[config.mk]
export PLATFORM = sky130hd
export DESIGN_NAME = cam_bitplane_subarray
export DESIGN_NICKNAME = d
export VERILOG_FILES = /design/src/rtl/cam_pkg.sv /design/src/rtl/cam_row_cmp.sv /design/src/rtl/cam_bitplane_subarray.sv
export SDC_FILE = /design/constraint.sdc
export NUM_CORES = 2
export LEC_CHECK = 0
export CORE_MARGIN = 1.5
export CORE_UTILIZATION = 35
export DETAILED_ROUTE_END_ITERATION = 7
export PLACE_DENSITY = 0.61
export SYNTH_ARGS = -nofsm -noshare
export SYNTH_HDL_FRONTEND = slang
export SYNTH_SLANG_ARGS = --single-unit
export TNS_END_PERCENT = 100
[constraint.sdc]
create_clock -name CLK -period 3.4 [get_ports CLK]
set_input_delay 0.68 -clock CLK [delete_from_list [all_inputs] [get_ports CLK]]
set_output_delay 0.68 -clock CLK [all_outputs]
set_load 0.005 [all_outputs]
[src/rtl/cam_pkg.sv]
// Shared definitions for the bit-plane CAM subarray.
//   OP_*      : cmd_op encodings
//   state_t   : controller states (ST_IDLE, ST_SRCH)
//   row_width : row address width for a given row count
package cam_pkg;

    localparam logic [1:0] OP_NOP    = 2'b00;
    localparam logic [1:0] OP_WRITE  = 2'b01;
    localparam logic [1:0] OP_SEARCH = 2'b10;
    localparam logic [1:0] OP_READ   = 2'b11;

    typedef enum logic {
        ST_IDLE = 1'b0,
        ST_SRCH = 1'b1
    } state_t;

    function automatic int row_width(input int rows);
        return (rows > 1) ? $clog2(rows) : 1;
    endfunction

endpackage

[src/rtl/cam_row_cmp.sv]
// Combinational compare of one stored bit-plane row against one key bit.
// Optional macro CAM_TERNARY_EN adds a care vector; care = 0 forces a match.
//   row_bits : stored row (one bit per column)
//   key_bit  : key bit broadcast across all columns
//   care     : per-column compare enable (CAM_TERNARY_EN only)
//   match    : 1 where the column matches
module cam_row_cmp #(
    parameter int COLS = 32
) (
    input  logic [COLS-1:0] row_bits,
    input  logic            key_bit,
`ifdef CAM_TERNARY_EN
    input  logic [COLS-1:0] care,
`endif
    output logic [COLS-1:0] match
);

`ifdef CAM_TERNARY_EN
    assign match = ~(row_bits ^ {COLS{key_bit}}) | ~care;
`else
    assign match = ~(row_bits ^ {COLS{key_bit}});
`endif

endmodule

[src/rtl/cam_bitplane_subarray.sv]
// Bit-plane CAM subarray: ROWS x COLS cells, each column one stored word.
// Masked row write, row read, and bit-serial search over KEY_W consecutive
// rows producing a per-column tag vector (replace or AND-accumulate).
// Optional macro CAM_TERNARY_EN adds a care plane and the wr_care port.
// Ports:
//   CLK, rst            : clock (rising), async active-low reset
//   cmd_valid/cmd_ready : command handshake, ready only in IDLE
//   cmd_op, cmd_row     : operation and target/base row
//   wr_data, wr_mask    : write data and per-column write enable
//   wr_care             : care bits for writes (CAM_TERNARY_EN only)
//   key, acc_en         : search key and accumulate select
//   tag_clr             : clears tag_out
//   tag_out, tag_valid  : search result and landing pulse
//   rd_data, rd_valid   : read result and pulse
//   err                 : pulse on an out-of-range command
module cam_bitplane_subarray
    import cam_pkg::*;
#(
    parameter int ROWS  = 36,
    parameter int COLS  = 32,
    parameter int KEY_W = 2,
    parameter int ROW_W = row_width(ROWS)
) (
    input  logic             CLK,
    input  logic             rst,
    input  logic             cmd_valid,
    output logic             cmd_ready,
    input  logic [1:0]       cmd_op,
    input  logic [ROW_W-1:0] cmd_row,
    input  logic [COLS-1:0]  wr_data,
    input  logic [COLS-1:0]  wr_mask,
`ifdef CAM_TERNARY_EN
    input  logic [COLS-1:0]  wr_care,
`endif
    input  logic [KEY_W-1:0] key,
    input  logic             acc_en,
    input  logic             tag_clr,
    output logic [COLS-1:0]  tag_out,
    output logic             tag_valid,
    output logic [COLS-1:0]  rd_data,
    output logic             rd_valid,
    output logic             err
);

    localparam int CNT_W = (KEY_W > 1) ? $clog2(KEY_W) : 1;
    localparam logic [CNT_W-1:0] CNT_LAST = CNT_W'(KEY_W - 1);

    state_t           state;
    logic [ROW_W-1:0] base_q;
    logic [KEY_W-1:0] key_q;
    logic             acc_q;
    logic [CNT_W-1:0] cnt;
    logic [COLS-1:0]  match_q;
    logic [COLS-1:0]  mem [ROWS];
`ifdef CAM_TERNARY_EN
    logic [COLS-1:0]  care_mem [ROWS];
`endif

    logic             accept;
    logic             row_bad;
    logic [ROW_W-1:0] srch_row;
    logic [COLS-1:0]  row_match;
    logic [COLS-1:0]  final_match;

    assign cmd_ready = (state == ST_IDLE);
    assign accept    = cmd_valid && cmd_ready;
    assign srch_row  = base_q + ROW_W'(cnt);

    always_comb begin
        row_bad = (int'(cmd_row) >= ROWS);
        if (cmd_op == OP_SEARCH && (int'(cmd_row) + KEY_W > ROWS))
            row_bad = 1'b1;
    end

    cam_row_cmp #(.COLS(COLS)) u_cmp (
        .row_bits (mem[srch_row]),
        .key_bit  (key_q[cnt]),
`ifdef CAM_TERNARY_EN
        .care     (care_mem[srch_row]),
`endif
        .match    (row_match)
    );

    assign final_match = match_q & row_match;

    always_ff @(posedge CLK or negedge rst) begin
        if (!rst) begin
            state     <= ST_IDLE;
            base_q    <= '0;
            key_q     <= '0;
            acc_q     <= 1'b0;
            cnt       <= '0;
            match_q   <= '1;
            tag_out   <= '0;
            tag_valid <= 1'b0;
            rd_data   <= '0;
            rd_valid  <= 1'b0;
            err       <= 1'b0;
            for (int r = 0; r < ROWS; r++) begin
                mem[r] <= '0;
`ifdef CAM_TERNARY_EN
                care_mem[r] <= '1;
`endif
            end
        end else begin
            tag_valid <= 1'b0;
            rd_valid  <= 1'b0;
            err       <= 1'b0;
            case (state)
                ST_IDLE: begin
                    if (tag_clr)
                        tag_out <= '0;
                    if (accept) begin
                        if (row_bad) begin
                            err <= 1'b1;
                        end else begin
                            case (cmd_op)
                                OP_WRITE: begin
                                    mem[cmd_row] <= (mem[cmd_row] & ~wr_mask) | (wr_data & wr_mask);
`ifdef CAM_TERNARY_EN
                                    care_mem[cmd_row] <= (care_mem[cmd_row] & ~wr_mask) | (wr_care & wr_mask);
`endif
                                end
                                OP_READ: begin
                                    rd_data  <= mem[cmd_row];
                                    rd_valid <= 1'b1;
                                end
                                OP_SEARCH: begin
                                    base_q  <= cmd_row;
                                    key_q   <= key;
                                    acc_q   <= acc_en;
                                    cnt     <= '0;
                                    match_q <= '1;
                                    state   <= ST_SRCH;
                                end
                                default: ;
                            endcase
                        end
                    end
                end
                ST_SRCH: begin
                    if (cnt == CNT_LAST) begin
                        // A clear on the final edge zeroes the accumulate base.
                        tag_out   <= (acc_q && !tag_clr) ? (tag_out & final_match) : final_match;
                        tag_valid <= 1'b1;
                        state     <= ST_IDLE;
                    end else begin
                        match_q <= final_match;
                        cnt     <= cnt + 1'b1;
                        if (tag_clr)
                            tag_out <= '0;
                    end
                end
                default: state <= ST_IDLE;
            endcase
        end
    end

endmodule

# --- Word level (Yosys, flattened, before mapping) ---
# Index checks and enable logic that the tools add are counted.
classes:
  n_addsub: 3
  n_lt_le_gt_ge: 6
  eq_ne: 7
  muxes: 40
  bitwise_logic: 12
  reduce_logical: 10
ops:
  columns: ["op", "count"]
  rows:
  - ["1152-bit bitwise mux", 1]
  - ["32-bit binary-select mux with 6-bit select", 2]
  - ["32-bit 2-to-1 mux", 12]
  - ["32-bit demux with 6-bit select", 1]
  - ["32-bit bitwise AND", 4]
  - ["32-bit case mux with 2 select lines", 2]
  - ["32-bit inverter", 2]
  - ["32-bit OR", 1]
  - ["32-bit XOR", 1]
  - ["1-bit 2-to-1 mux", 20]
  - ["4-bit AND reduction", 4]
  - ["7-bit >= comparator, second input constant", 2]
  - ["6-bit inverter with 7-bit output", 2]
  - ["6-bit by 2-bit adder with 7-bit output, second input constant", 1]
  - ["7-bit by 6-bit greater-than comparator with 1-bit output, second input constant", 1]
  - ["7-bit by 1-bit less-than comparator with 1-bit output, second input constant", 1]
  - ["6-bit by 1-bit adder with 6-bit output", 1]
  - ["6-bit >= comparator, second input constant", 1]
  - ["2-bit == test, second input constant", 2]
  - ["1-bit logical AND", 4]
  - ["2-bit by 1-bit != test with 1-bit output, second input constant", 2]
  - ["2-bit != test, second input constant", 2]
  - ["1-bit case mux with 2 select lines", 2]
  - ["3-bit AND reduction", 1]
  - ["5 further kinds", 6]
totals:
  ff_bits: 1262
  out_inout_bits: 68

# --- Depth between registers and ports, before layout ---
logic_depth:
  ltp_word: 12
  depth_mapped: 12
  mapped_depth_nobuf: 8

# --- Modules after synthesis ---
# Synthesis repeated with hierarchy kept, for this count alone.
hier_totals:
  hier_cells: 7278
  hier_area_um2: 74717.9
by_module_without_submodules:
  columns: ["module", "n_inst", "cells_per_inst", "area_each_um2"]
  rows:
  - ["cam_bitplane_subarray", 1, 7242, 74361.3]
  - ["cam_row_cmp", 1, 36, 356.6]

# --- Least setup slack after synthesis ---
# No wires, ideal clock.
synth_path:
  path_type: "register to register"
  startpoint: "register cnt"
  endpoint: "register match_q[10]"
  setup_ns: 0.079
  arrival_ns: 2.918
  setup_slack_ns: 0.403
  stages_incl_launch_ff: 12
  n_path_buf: 5
  cell_sequence: "dfrtp_1 ha_1 ha_1 buf_6 buf_6 buf_6 buf_2 buf_1 mux4_2 a221oi_1 and4_1 nor3_1"
synth_via:
  elab_chain_len: 10
  elab_cells_between_ends: 14
  cone_classes: "add/sub (1); eq/ne (1); mux (7); bitwise (4); reduce/logical (1)"
synth_rtl:
  columns: ["element", "line", "rtl"]
  rows:
  - ["from (decl)", "cam_bitplane_subarray.sv:52", "logic [CNT_W-1:0] cnt;"]
  - ["from (signal assigned)", "cam_bitplane_subarray.sv:149", "cnt <= cnt + 1'b1;"]
  - ["6-bit by 1-bit adder with 6-bit output", "cam_bitplane_subarray.sv:67", "assign srch_row = base_q + ROW_W'(cnt);"]
  - ["6-bit inverter with 7-bit output (implied by the code)", "cam_bitplane_subarray.sv:76", ".row_bits (mem[srch_row]),"]
  - ["32-bit binary-select mux with 6-bit select", "cam_bitplane_subarray.sv:76", null]
  - ["32-bit 2-to-1 mux (implied by the code) (2 in a row)", "cam_bitplane_subarray.sv:76", null]
  - ["32-bit XOR", "cam_row_cmp.sv:21", "assign match = ~(row_bits ^ {COLS{key_bit}});"]
  - ["32-bit inverter", "cam_row_cmp.sv:21", null]
  - ["32-bit bitwise AND", "cam_bitplane_subarray.sv:84", "assign final_match = match_q & row_match;"]
  - ["32-bit 2-to-1 mux", "cam_bitplane_subarray.sv:142", "if (cnt == CNT_LAST) begin"]
  - ["32-bit case mux with 2 select lines", "cam_bitplane_subarray.sv:109", "case (state)"]
  - ["to (signal assigned)", "cam_bitplane_subarray.sv:148", "match_q <= final_match;"]
  - ["to (decl)", "cam_bitplane_subarray.sv:53", "logic [COLS-1:0] match_q;"]
# Parallel ways exist; a longest one is shown, timed or not. The select of a mux whose other input is x is not followed.
# A chain may end at the register's enable or synchronous reset.

# --- Final worst setup path ---
layout_path:
  startpoint: "register base_q[0]"
  endpoint: "register match_q[14]"
layout_via:
  elab_chain_len: 10
layout_rtl:
  columns: ["element", "line", "rtl"]
  rows:
  - ["from (decl)", "cam_bitplane_subarray.sv:49", "logic [ROW_W-1:0] base_q;"]
  - ["from (signal assigned)", "cam_bitplane_subarray.sv:129", "base_q <= cmd_row;"]
  - ["6-bit by 1-bit adder with 6-bit output", "cam_bitplane_subarray.sv:67", null]
  - ["6-bit inverter with 7-bit output (implied by the code)", "cam_bitplane_subarray.sv:76", null]
  - ["32-bit binary-select mux with 6-bit select", "cam_bitplane_subarray.sv:76", null]
  - ["32-bit 2-to-1 mux (implied by the code) (2 in a row)", "cam_bitplane_subarray.sv:76", null]
  - ["32-bit XOR", "cam_row_cmp.sv:21", null]
  - ["32-bit inverter", "cam_row_cmp.sv:21", null]
  - ["32-bit bitwise AND", "cam_bitplane_subarray.sv:84", null]
  - ["32-bit 2-to-1 mux", "cam_bitplane_subarray.sv:142", null]
  - ["32-bit case mux with 2 select lines", "cam_bitplane_subarray.sv:109", null]
# No other way between the ends. The select of a mux whose other input is x is not followed.

==> results summary <==
The largest fanout on the critical path is 20. Relative to the synthesized area, the layout overhead comes to 17.3%. The share of total power dissipated in the clock network is 31.4%.

The power density over the cells came out at between 600 and 700 nW/µm². The start of the worst register-to-register path is base_q[0]. Once layout is complete, the cells apart from fillers number about 8700. The run finished with clean final reports. The area of the core came out at roughly 190000 µm². For this configuration, the core starts out at a cell density of around a third. The minimum setup slack among reg-to-reg paths is 0.21 ns. The fraction of power consumed by sequential logic is a little under two fifths. OpenSTA, run right after detailed placement, puts the worst setup slack at between 0.02 and 0.03 ns.

The share of post-route cells with drive strength above 1 came out at 19.7%. For this design the total switching power over the nets is between 15 and 20 mW. The synthesis warning total is 0.

The width of the die came out at 437 µm. The number of input and output port buffers inserted is 146. The worst-case IR drop observed on VDD is 0.608 mV. The CTS tree is done.

The internal portion of the total power is 31.3 mW. Buffers inserted during clock tree synthesis total roughly 130. CTS saw 1262 sinks.

The number of enable-type register cells in the synthesized netlist is 0. The routed length per instance came out at between 20 and 30 µm. The count of cells resized by post-cts repair came out at 0. The number of ports placed on the die boundary came out at 147. The row count is around 160. The sum of routed wire length over all layers is between 200000 and 250000 µm. The buffer and inverter count on the worst path is 2. The least setup slack across all paths after layout came out at 0.214 ns. The layout filler cell count came out at 17535.

The proportion of total power due to net switching is 33.0%. The highest-delay cell along the critical path is or4_1. The number of cells in the design after placement came out at around 8400. The count of vias placed by the detailed router is around 52000. The number of storage elements in the synthesis netlist came out at 1262.

The number of design-rule violations left by the first detailed-router iteration came out at ~5600. Combinational logic burns 30.3% of the power. The half-perimeter wire length after detailed placement came out at between 150000 and 200000 µm. In the synthesized netlist the async set-or-reset flop fraction comes to 100%.

The global-route wire length before repair is 344000 µm. The final-report setup violation count is 0. Using the TritonRoute via totals, the vias-per-cell ratio works out to 5.96. Setup repair after global routing left no endpoint under its margin.

The worst setup path is launched from a flip-flop. The netlist area before placement is 65800 µm². The total non-filler cell area in the finished layout came out at 77200 µm².

The critical path is of the reg2reg type. The tree is rooted in a clkbuf_16. Measured against its own limit, the worst slew margin works out to between 20% and 30%. The placer's final routability congestion estimate is 0.889. The family of cells with the greatest summed delay on the critical path is multiplexers. The post-layout net count came out at slightly above 6000. The highest clock frequency the design can meet is around 310 MHz.

The path class of the tightest hold or removal check is in2async. The height of the die is 437 µm. The sequential cell area is 31600 µm². The arrival time reported for the critical path endpoint came out at 3.89 ns. The initial antenna violation count came out at 2. For this run the aggregate overflow at the end of global routing stands at 0.

The sum of negative setup slack is 0 ns. The most used flip-flop cell after synthesis is dfrtp_1. The analysis attributes to cell leakage a power of around 33 nW.

The placed standard-cell area is 72900 µm². The footprint of the multi-input gates came out at 32000 µm². The number of setup buffers added after CTS is 0. The remaining routing DRC violations came out at 0. The transition time at the pin with the least slew margin came out at 1.12 ns. Traced cell by cell, the critical path runs through ha_4 > ha_4 > buf_12 > buf_12 > mux4_2 > mux2i_1 > o2bb2ai_1 > or4_1 > a211oi_1.

The number of cells traversed by the worst register-to-register path came out at 9. The required time of the critical path is 4.10 ns. The endpoint identified for the worst register-to-register timing path is match_q[14]. The via count of the first global-routing pass is 51062. The all-layer global routing usage is between 20% and 30%. The post-synthesis area per instance came out at roughly 11 µm². The time the worst path needs with I/O delays and setup is 3.19 ns. The area of the die is roughly 190000 µm². The smallest hold slack is 0.460 ns. The capturing element type of the critical path is a flip-flop. The count of antenna-violating nets left after detailed routing is 0.

The number of buffers on the longest clock path is 3. The number of hold buffers added after CTS was 1. On the worst path, the slowest cell contributes a delay of 0.55 ns. Across the run, the number of max-cap violations was 0. The pre-antenna-repair detailed-routing pass consisted of 8 iterations.

The largest net degree at the start of global routing came out at 119. The period utilization came out at 93.7%. After clock tree synthesis, the clock-pin slew on the worst setup and hold paths is ~0.060 ns. Between clock sinks in the finished design, the worst skew comes to about 0.033 ns. The sequential element share of the synthesized area is 48.0%. The number of slew-limit violations in the final report came out at 0. The later pin in the worst-skew pair is clocked with a latency of 0.80 ns.

The H-tree generated during clock tree synthesis spans 4 levels. The final number of hold-violating endpoints came out at 0. The number of different library cells used by synthesis comes to 64. The number of nets handed over by synthesis was 6115. The number of instances in the synthesized netlist is around 6000.
-- power by group through the flow --
stage	sequential, mW	combinational, mW	clock [mW]
after floorplan	17.6	9.25	0
after global placement	18.0	13.8	0
after detailed placement	18.1	14.0	0
after CTS	17.9	14.0	14.8
after global routing	18.1	14.9	15.4
final	17.9	14.1	14.7
-- placed cells by master, fill, tap and decap left out, drive strengths merged, types with 55 or more instances in the layout --
cell type,synthesis,final
clkdlybuf4s50,0,141
clkbuf,315,208
mux4,526,526
dfrtp,1230,1230
a32oi,55,55
buf,260,350
a21oi,1203,1203
nand2,176,176
mux2i,274,274
nor2,1345,1345
-- Yosys cell counts (28+ instances only) --
master / count / area (µm²)
nand2_1: 176 / 661
clkbuf_1: 313 / 1170
buf_2: 177 / 886
a31oi_1: 45 / 282
buf_1: 30 / 113
dfstp_2: 32 / 841
nand2b_1: 39 / 244
mux2_2: 28 / 315
o21a_1: 32 / 240
a21oi_1: 1192 / 5970
a221oi_1: 39 / 342
a32oi_1: 55 / 482
buf_4: 37 / 278
or4_1: 37 / 278
nand3_1: 37 / 185
mux2i_1: 274 / 2740
dfrtp_1: 1230 / 30800
mux4_2: 526 / 11800
o211ai_1: 33 / 248
a22oi_1: 32 / 240
nor2_1: 1344 / 5040
-- per-stage QoR --
stage / util [%] / power (mW)
after floorplan: - / 26.8
after global placement: 38.9 / 31.8
after detailed placement: 38.9 / 32.1
after CTS: 41.2 / 46.7
after global routing: 41.2 / 48.4
final: 41.2 / 46.7
-- worst register-to-register path: stages (launching register included) --
cell       delay, ns
dfrtp_1         0.41
ha_4            0.20
ha_4            0.39
buf_12          0.22
buf_12          0.25
mux4_2          0.52
mux2i_1         0.15
o2bb2ai_1       0.18
or4_1           0.55
a211oi_1        0.23
-- routing by layer --
metal	up-vias	routed length (µm)	share of wire, %	GRT usage (%)
li1	22228	-	-	-
met2	2606	105000	45	36.9
met3	511	21500	9.2	4.93
met1	26402	93900	40	33.0
met4	2	12200	5.2	11.5
met5	-	13	0.0056	0
-- final cells by class --
type	instances	share of cell area, %
Sequential cell	1262	41.0
Clock inverter	30	0.470
Timing Repair Buffer	493	8.03
Clock buffer	207	5.05
Multi-Input combinational cell	4187	41.4
Inverter	6	0.0292
Tap cell	2495	4.04
Antenna cell	2	0.00648
-- how the worst max path moves through the flow --
| stage | from | end | slack [ns] | cells after the start |
|---|---|---|---|---|
| final | base_q[0] | match_q[14] | 0.21 | 9 |
| after global routing | cnt | match_q[14] | 0.08 | 9 |
| after CTS | base_q[0] | match_q[14] | 0.25 | 9 |
| after detailed placement | cmd_row[2] | mem[266] | 0.03 | 10 |
| after global placement | cmd_row[2] | match_q[26] | -0.005 | 10 |
| after floorplan | cnt | match_q[10] | 0.40 | 11 |
-- cells by family (layout without fill, tap and decap cells) --
kind of cell               Yosys count  in the layout  share of synthesized area, %
AOI/OAI and AO/OA                 1594           1594                          14.1
xor gates and xnor gates             5              5                        0.0779
adders and majority gates            6              6                         0.114
buffers and inverters              581            736                          4.05
DFF                               1262           1262                          48.0
muxes                              836            836                          22.8
other                                0              2                             0
and+or+nand+nor                   1746           1746                          10.9
-- sequential cells by signal, summed over array words and instances (netlist names) --
signal,cells
rd_valid,1
tag_valid,1
base_q,6
rd_data,32
err,1
acc_q,1
key_q,2
mem,1152
state,1
tag_out,32
match_q,32
cnt,1
Note: power is estimated with default switching activity, not from simulation.
